===== src/rtl/pp_mult_pkg.sv =====
// Shared definitions for the partial-product multipliers: FSM state encodings
// and a constant clog2 used to size counters and row indices.
package pp_mult_pkg;

  typedef enum logic [1:0] {
    IDLE = 2'd0,
    RUN  = 2'd1,
    DONE = 2'd2
  } state_e;

  function automatic int clog2(input int value);
    int r;
    int v;
    r = 0;
    v = value - 1;
    while (v > 0) begin
      r = r + 1;
      v = v >> 1;
    end
    return r;
  endfunction

endpackage


===== src/rtl/pp_row_gen.sv =====
// One partial-product row: the multiplicand y gated by a single multiplier bit x.
module pp_row_gen #(
  parameter int WIDTH = 8
) (
  input  logic             x,
  input  logic [WIDTH-1:0] y,
  output logic [WIDTH-1:0] z
);

  assign z = {WIDTH{x}} & y;

endmodule


===== src/rtl/pp_row_accum_mult.sv =====
// Iterative multiplier: accumulates ROWS_PER_CYCLE shifted partial-product rows
// per clock into a 2*WIDTH accumulator; unsigned or two's complement per operation.
module pp_row_accum_mult
  import pp_mult_pkg::*;
#(
  parameter int WIDTH          = 8,
  parameter int ROWS_PER_CYCLE = 1
) (
  input  logic               clk,
  input  logic               rst_n,
  input  logic               in_valid,
  output logic               in_ready,
  input  logic               in_signed,
  input  logic [WIDTH-1:0]   in_a,
  input  logic [WIDTH-1:0]   in_b,
  output logic               out_valid,
  input  logic               out_ready,
  output logic [2*WIDTH-1:0] out_p
);

  localparam int PW   = 2 * WIDTH;
  localparam int NGRP = WIDTH / ROWS_PER_CYCLE;
  localparam int CW   = (clog2(NGRP) < 1) ? 1 : clog2(NGRP);
  localparam int KW   = (clog2(WIDTH) < 1) ? 1 : clog2(WIDTH);

  if (WIDTH % ROWS_PER_CYCLE != 0) begin : g_bad_rows
    $error("ROWS_PER_CYCLE must divide WIDTH");
  end

  state_e          state_q, state_d;
  logic [CW-1:0]   cnt_q, cnt_d;
  logic [PW-1:0]   a_q, a_d;
  logic [WIDTH-1:0] b_q, b_d;
  logic            sgn_q, sgn_d;
  logic [PW-1:0]   acc_q, acc_d;
  logic [PW-1:0]   p_q, p_d;

  logic [PW-1:0]   row_val [ROWS_PER_CYCLE];
  logic            row_neg [ROWS_PER_CYCLE];
  logic [PW-1:0]   sum;

  // a_q already holds the operand extended to 2W, so each row is a plain shift.
  for (genvar gi = 0; gi < ROWS_PER_CYCLE; gi++) begin : g_rows
    logic [KW-1:0] row_idx;
    logic [PW-1:0] row_shift;

    assign row_idx     = KW'(32'(cnt_q) * ROWS_PER_CYCLE + gi);
    assign row_shift   = a_q << row_idx;
    assign row_neg[gi] = sgn_q && (row_idx == KW'(WIDTH - 1));

    pp_row_gen #(.WIDTH(PW)) u_row_gen (
      .x (b_q[row_idx]),
      .y (row_shift),
      .z (row_val[gi])
    );
  end

  // The multiplier MSB carries weight -2^(W-1) in signed mode, so that row is subtracted.
  always_comb begin
    sum = acc_q;
    for (int i = 0; i < ROWS_PER_CYCLE; i++) begin
      if (row_neg[i]) sum = sum - row_val[i];
      else            sum = sum + row_val[i];
    end
  end

  always_comb begin
    state_d = state_q;
    cnt_d   = cnt_q;
    a_d     = a_q;
    b_d     = b_q;
    sgn_d   = sgn_q;
    acc_d   = acc_q;
    p_d     = p_q;
    case (state_q)
      IDLE: begin
        if (in_valid) begin
          state_d = RUN;
          cnt_d   = '0;
          acc_d   = '0;
          a_d     = in_signed ? {{WIDTH{in_a[WIDTH-1]}}, in_a} : {{WIDTH{1'b0}}, in_a};
          b_d     = in_b;
          sgn_d   = in_signed;
        end
      end
      RUN: begin
        acc_d = sum;
        cnt_d = cnt_q + CW'(1);
        if (cnt_q == CW'(NGRP - 1)) begin
          state_d = DONE;
          p_d     = sum;
        end
      end
      DONE: begin
        if (out_ready) state_d = IDLE;
      end
      default: state_d = IDLE;
    endcase
  end

  always_ff @(posedge clk) begin
    if (!rst_n) begin
      state_q <= IDLE;
      cnt_q   <= '0;
      a_q     <= '0;
      b_q     <= '0;
      sgn_q   <= 1'b0;
      acc_q   <= '0;
      p_q     <= '0;
    end else begin
      state_q <= state_d;
      cnt_q   <= cnt_d;
      a_q     <= a_d;
      b_q     <= b_d;
      sgn_q   <= sgn_d;
      acc_q   <= acc_d;
      p_q     <= p_d;
    end
  end

  assign in_ready  = (state_q == IDLE);
  assign out_valid = (state_q == DONE);
  assign out_p     = p_q;

endmodule


===== config.mk =====
export PLATFORM = sky130hd
export DESIGN_NAME = pp_row_accum_mult
export DESIGN_NICKNAME = d
export VERILOG_FILES = /design/src/rtl/pp_mult_pkg.sv /design/src/rtl/pp_row_gen.sv /design/src/rtl/pp_row_accum_mult.sv
export SDC_FILE = /design/constraint.sdc
export NUM_CORES = 1
export LEC_CHECK = 0
export ABC_AREA = 1
export ABC_CLOCK_PERIOD_IN_PS = 5400
export CORE_ASPECT_RATIO = 0.9
export CORE_MARGIN = 5
export CORE_UTILIZATION = 69
export DETAILED_ROUTE_END_ITERATION = 10
export DONT_BUFFER_PORTS = 1
export PLACE_DENSITY_LB_ADDON = 0.1
export SYNTH_ARGS = -nofsm -noshare
export SYNTH_HDL_FRONTEND = slang
export SYNTH_SLANG_ARGS = --single-unit

===== constraint.sdc =====
create_clock -name clk -period 5.4 [get_ports clk]
set_input_delay 1.08 -clock clk [delete_from_list [all_inputs] [get_ports clk]]
set_output_delay 1.08 -clock clk [all_outputs]
set_load 0.02 [all_outputs]

# == Yosys cells after proc, flatten, opt, wreduce, memory -nomap -nowiden ==
# Index checks and enable logic that the tools add are counted.
# classes
n_mux,12
eq_ne,6
shift,1
addsub,3
n_reduce_logical,7
n_bitwise,1
n_lt_le_gt_ge,1
# op_table
op,n
two-way mux 16 bit,3
one-hot mux 16 bit (2 select lines),1
adder 16 bit,1
AND 16 bit,1
<< shifter 16 x 3 -> 16 bit,1
subtractor 16 bit,1
two-way mux 2 bit,3
one-hot mux 2 bit (3 select lines),1
one-hot mux 3 bit (2 select lines),1
AND reduction 2 bit,3
"< comparator 3 x 4 -> 1 bit, second input constant",1
"!= test 2 bit, second input constant",2
"adder 3 x 1 -> 3 bit, second input constant",1
binary-select mux 1 bit (select 3 bit),1
"equality test 3 bit, second input constant",1
two-way mux 3 bit,1
AND reduction 3 bit,1
"equality test 2 x 1 -> 1 bit, second input constant",1
"equality test 2 bit, second input constant",1
zero test 2 bit,1
"!= test 2 x 1 -> 1 bit, second input constant",1
nonzero test 2 bit,1
logical AND 1 bit,1
two-way mux 1 bit,1
# totals
elab_cells,38
output_inout_bits,18
regBits,62
in_bits,21

# == Logic depth before layout (Yosys ltp) ==
# depth
word_depth,6
mapped_depth,28
depth_no_buf,27

# == Cells and area by module ==
# A second synthesis with hierarchy kept.
# hier_totals
cells_unflattened,603
area_unflattened_um2,3828.7
# by_module_without_submodules
module,cells_per_inst,area_each_um2,seq_area_each_um2,n_inst
pp_row_accum_mult,569,3664.8,1101.1,1
pp_row_gen,34,163.9,0.0,1

# == Least setup slack after synthesis ==
# Ideal clock, no wire load.
# synth_timing
path_type,register to register
startpoint,register cnt_q[0]
endpoint,register acc_q[12]
arrival_time_ps,3083
setup_slack_ps,2246
required_time_ps,5330
path_stages_with_launch,18
synth_period_minus_slack_ps,3154
cell_sequence,dfxtp_1 buf_4 nand2_1 a21oi_2 nand3_1 ha_1 inv_1 o21ai_0 fa_1 nand3b_1 nand2_1 a21oi_1 o21ai_0 a21boi_0 o21ai_0 xor2_1 nand2_1 a21oi_1
# synth_between
elab_chain_cells,6
word_cells_on_any_way,10
classes_between,add/sub (2); eq/ne (1); shift (1); mux (4); bitwise (1); reduce/logical (1)
# synth_rtl
item,line_no,source
start: declaration,pp_row_accum_mult.sv:31,"logic [CW-1:0] cnt_q, cnt_d;"
start signal: assignment,pp_row_accum_mult.sv:112,cnt_q <= cnt_d;
binary-select mux 1 bit (select 3 bit),pp_row_accum_mult.sv:52,".x (b_q[row_idx]),"
two-way mux 1 bit (not written as such),pp_row_accum_mult.sv:52,
AND 16 bit,pp_row_gen.sv:10,assign z = {WIDTH{x}} & y;
adder 16 bit or subtractor 16 bit (tied branches),"pp_row_accum_mult.sv:63, pp_row_accum_mult.sv:62",
two-way mux 16 bit *,pp_row_accum_mult.sv:62,if (row_neg[i]) sum = sum - row_val[i];
one-hot mux 16 bit (2 select lines) *,pp_row_accum_mult.sv:75,case (state_q)
end signal: assignment,pp_row_accum_mult.sv:108,acc_q <= '0;
end signal: assignment,pp_row_accum_mult.sv:116,acc_q <= acc_d;
end: declaration,pp_row_accum_mult.sv:35,"logic [PW-1:0] acc_q, acc_d;"
# Mark *: on every way between the ends. The rest lies on a longest branch, timed or not. The select of a mux whose other input is x is not followed.
# A chain may end at the register's enable or synchronous reset.

# == Worst setup path after layout ==
# layout_timing
startpoint,register cnt_q[1]
endpoint,register acc_q[12]
# The elaborated chain is that of the path after synthesis.

==> impl_metrics.py <==
metrics = {
    "worst_setup_path": {
        "crit_type": "reg -> reg",
        "crit_start": "cnt_q[1]$_SDFFE_PN0P_",
        "timing.rr.start": "cnt_q[1]$_SDFFE_PN0P_",
        "path_cells": "ha_1 -> ha_1 -> nand2_1 -> inv_1 -> o21ai_0 -> fa_1 -> nand3b_1 -> nand2_1 -> a21oi_1 -> o21ai_0 -> a21boi_0 -> o21ai_0 -> xor2_1 -> nand2_1 -> a21oi_1",
        "end_kind": "register",
        "crit_buf_inv": 1,
        "worstPathRequired_ns": 5.65,
        "slowest_delay_ns": 0.73,
        "critical_path.startpoint_type": "register",
        "cp.arrival_ns": 4.15,
        "worst-path-max-fanout": 17,
        "cpMaxStageDelayCell": "dfxtp_1",
        "critical_path.top_delay_family": "compound AO/OA/AOI/OAI gates",
    },
    "placed_design": {
        "port_buffers": 0,
        "place.gp.congestion": 0.9812,
        "pre_cts_ws_ns": 1.519,
        "hpwl_um": 6271,
    },
    "power_and_ir_drop": {
        "pwr-share-comb_pct": 51.8,
        "clock_power_share_pct": 15.8,
        "cellLeakagePower_nw": 1.783,
        "power.internal_mw": 0.8009,
        "ir_worst_vdd_uv": 270.2,
        "switching_share_pct": 45.41,
        "p_seq_share_pct": 32.4,
        "power.density_mw_per_mm2": 397.1,
        "switchingPower_mw": 0.6663,
    },
    "logic_synthesis": {
        "synth_edf_count": 0,
        "ys_async_sr_fraction_pct": 0,
        "synth_cells": 542,
        "seq_area_frac_synth_pct": 30.41,
        "synth_seq_cells": 55,
        "synth_area_mm2": 0.003621,
        "synthFlopType": "dfxtp_1",
        "avgSynthCellArea_um2": 6.681,
        "synth.distinct_cells": 39,
        "synth_nets": 582,
        "yosysWarnings": 0,
    },
    "grt": {
        "grt_pass1_vias": 3099,
        "grt_max_degree": 32,
        "grt_overflow": 0,
        "grt_pass1_wl_um": 14110,
        "grt_antenna_before_repair": 0,
        "grt_usage_pct": 25.33,
    },
    "drt": {
        "wl_per_cell_um": 13.63,
        "dr_total_vias": 3356,
        "totalWireLength_um": 8140,
        "drc": 0,
        "firstDrtPassIters": 5,
        "ant_nets": 0,
        "dr.first_iter.drc_count": 312,
        "drt-vias-per-instance": 5.621,
    },
    "final_layout": {
        "drive_above_1_share_pct": 7.170,
        "area_growth_pct": 2.039,
        "finish.net_count": 570,
        "fillers": 452,
        "diodes": 0,
    },
    "timing": {
        "max_freq_mhz": 256.7,
        "final_hold_viol_count": 0,
        "setup_slack_ns": 1.505,
        "rsz0062_at_grt": "false",
        "tightest_slew_ns": 0.8042,
        "slew_headroom_pct": 46.33,
        "fin_crit_sh_pct": 72.13,
        "drv_slew": 0,
        "setup_tns_ns": 0,
        "skew_ns": 0.01506,
        "setup_viol": 0,
        "period_needed_ns": 3.895,
    },
    "min_path": {
        "hold_class": "reg -> reg",
        "hold_start": "acc_q[0]$_SDFFE_PN0P_",
    },
    "floorplanning": {
        "die_width_um": 86.36,
        "initial_core_util_pct": 70.16,
        "die_area_mm2": 0.006799,
        "fp-row-count": 25,
        "die_h_um": 78.73,
        "core-area_mm2": 0.005161,
        "pin_count": 39,
    },
    "clock_tree": {
        "cts-htree-levels": 2,
        "clk_latency_ns": 0.32,
        "cts_tree": "built",
        "cts_buffer_depth": 2,
        "numCtsBuffers": 5,
        "clock-root-buffer": "clkbuf_8",
        "cts.reportedPaths.clkPinSlew_ns": 0.11,
        "cts_hold_buf": 0,
        "cts_resized": 0,
        "cts.sinks": 55,
        "cts_setup_buffers": 0,
    },
    "status": {
        "status": "finished clean",
    },
    "run": {
        "drv_cap": 0,
    },
}
logic make-up after synthesis:
family / synth area share [%]
flops: 30.41
fa+ha+maj: 6.773
compound gates: 16.83
xor+xnor: 6.047
buf+inv: 9.537
simple gates: 30.41
worst min-delay path, cell delays in order, from the launching register on:
cell,delay [ns]
dfxtp_1,0.32
nand2_1,0.06
a21oi_1,0.05
layout make-up:
| type | count | area (um^2) | share of cell area, % |
|---|---|---|---|
| Multi-Input combinational cell | 404 | 2175 | 58.86 |
| Sequential cell | 55 | 1101 | 29.80 |
| Inverter | 62 | 235.2 | 6.366 |
| Tap cell | 67 | 83.83 | 2.269 |
| Clock buffer | 5 | 68.82 | 1.863 |
| Clock inverter | 2 | 16.27 | 0.4402 |
| Timing Repair Buffer | 2 | 15.01 | 0.4064 |
per-layer routing:
| layer | up-vias | GRT usage (%) | wire length (um) |
|---|---|---|---|
| met4 | 0 | 6.854 | 93 |
| li1 | 1728 | - | - |
| met3 | 9 | 3.734 | 553 |
| met1 | 1503 | 39.33 | 4170 |
| met5 | - | 0 | 0 |
| met2 | 116 | 36.01 | 3323 |
cells in the final DEF (no fill, tap or decap), types with 2 or more instances in the layout:
cell type  Yosys  final
nand3_2        5      5
nand2_4        3      3
o21bai_1      11     11
nand2_2        9      9
inv_2          3      3
o21ai_2        2      2
a21oi_1       50     50
inv_1         58     58
xor2_1        19     19
nor2_2         2      2
xnor2_1        6      6
nand3b_1       2      2
nand2_1      136    136
nor2_1        44     44
o21ai_0       36     36
buf_4          2      2
dfxtp_1       55     55
ha_1          18     18
or2_2          2      2
a31oi_1        3      3
nand3_1       41     41
clkbuf_8       0      5
nand4_1        4      4
registers in the layout, indices dropped and copies added, names as in the netlist:
signal	cells
acc_q	16
state_q	2
sgn_q	1
out_p	16
cnt_q	3
b_q	8
a_q	9
cells in the mapped netlist, types with 3 or more instances:
cell      number  area [um^2]
nand2_1      136        510.5
inv_1         58        217.7
dfxtp_1       55         1101
a21oi_1       50        250.2
nor2_1        44        165.2
nand3_1       41        205.2
o21ai_0       36        180.2
xor2_1        19        166.4
ha_1          18        225.2
clkbuf_1      11        41.29
o21bai_1      11        82.58
nand2_2        9        56.30
xnor2_1        6        52.55
nand3_2        5        50.05
buf_2          4        20.02
nand4_1        4        25.02
a31oi_1        3        18.77
inv_2          3        11.26
nand2_4        3        33.78
power by group through the flow:
stage,Clock (mW),Sequential (mW),Combinational (mW)
after floorplan,0,0.472,0.594
after global placement,0,0.482,0.730
after detailed placement,0,0.483,0.736
after CTS,0.236,0.474,0.743
after global routing,0.255,0.480,0.848
final,0.232,0.475,0.760
stage by stage:
step | power, mW | std cells | hold WS (ns) | instance area (um^2) | util, %
2_1_floorplan | 1.066 | 542 | 0.4293 | 3621 | -
3_3_place_gp | 1.212 | 590 | 0.4482 | 3610 | 69.94
3_5_place_dp | 1.219 | 590 | 0.4533 | 3610 | 69.94
4_1_cts | 1.453 | 597 | 0.4694 | 3695 | 71.59
5_1_grt | 1.582 | 597 | 0.5038 | 3695 | 71.59
6_report | 1.467 | 597 | 0.4673 | 3695 | 71.59
final timing paths:
kind	endpoint	slack (ns)	depth (start not counted)
hold / removal	acc_q[0]$_SDFFE_PN0P_	0.47	2
setup / recovery	acc_q[12]$_SDFFE_PN0P_	1.50	15
setup reg to reg	acc_q[12]$_SDFFE_PN0P_	1.50	15
hold reg to reg	acc_q[0]$_SDFFE_PN0P_	0.47	2
Power figures use the tool's default switching activity.
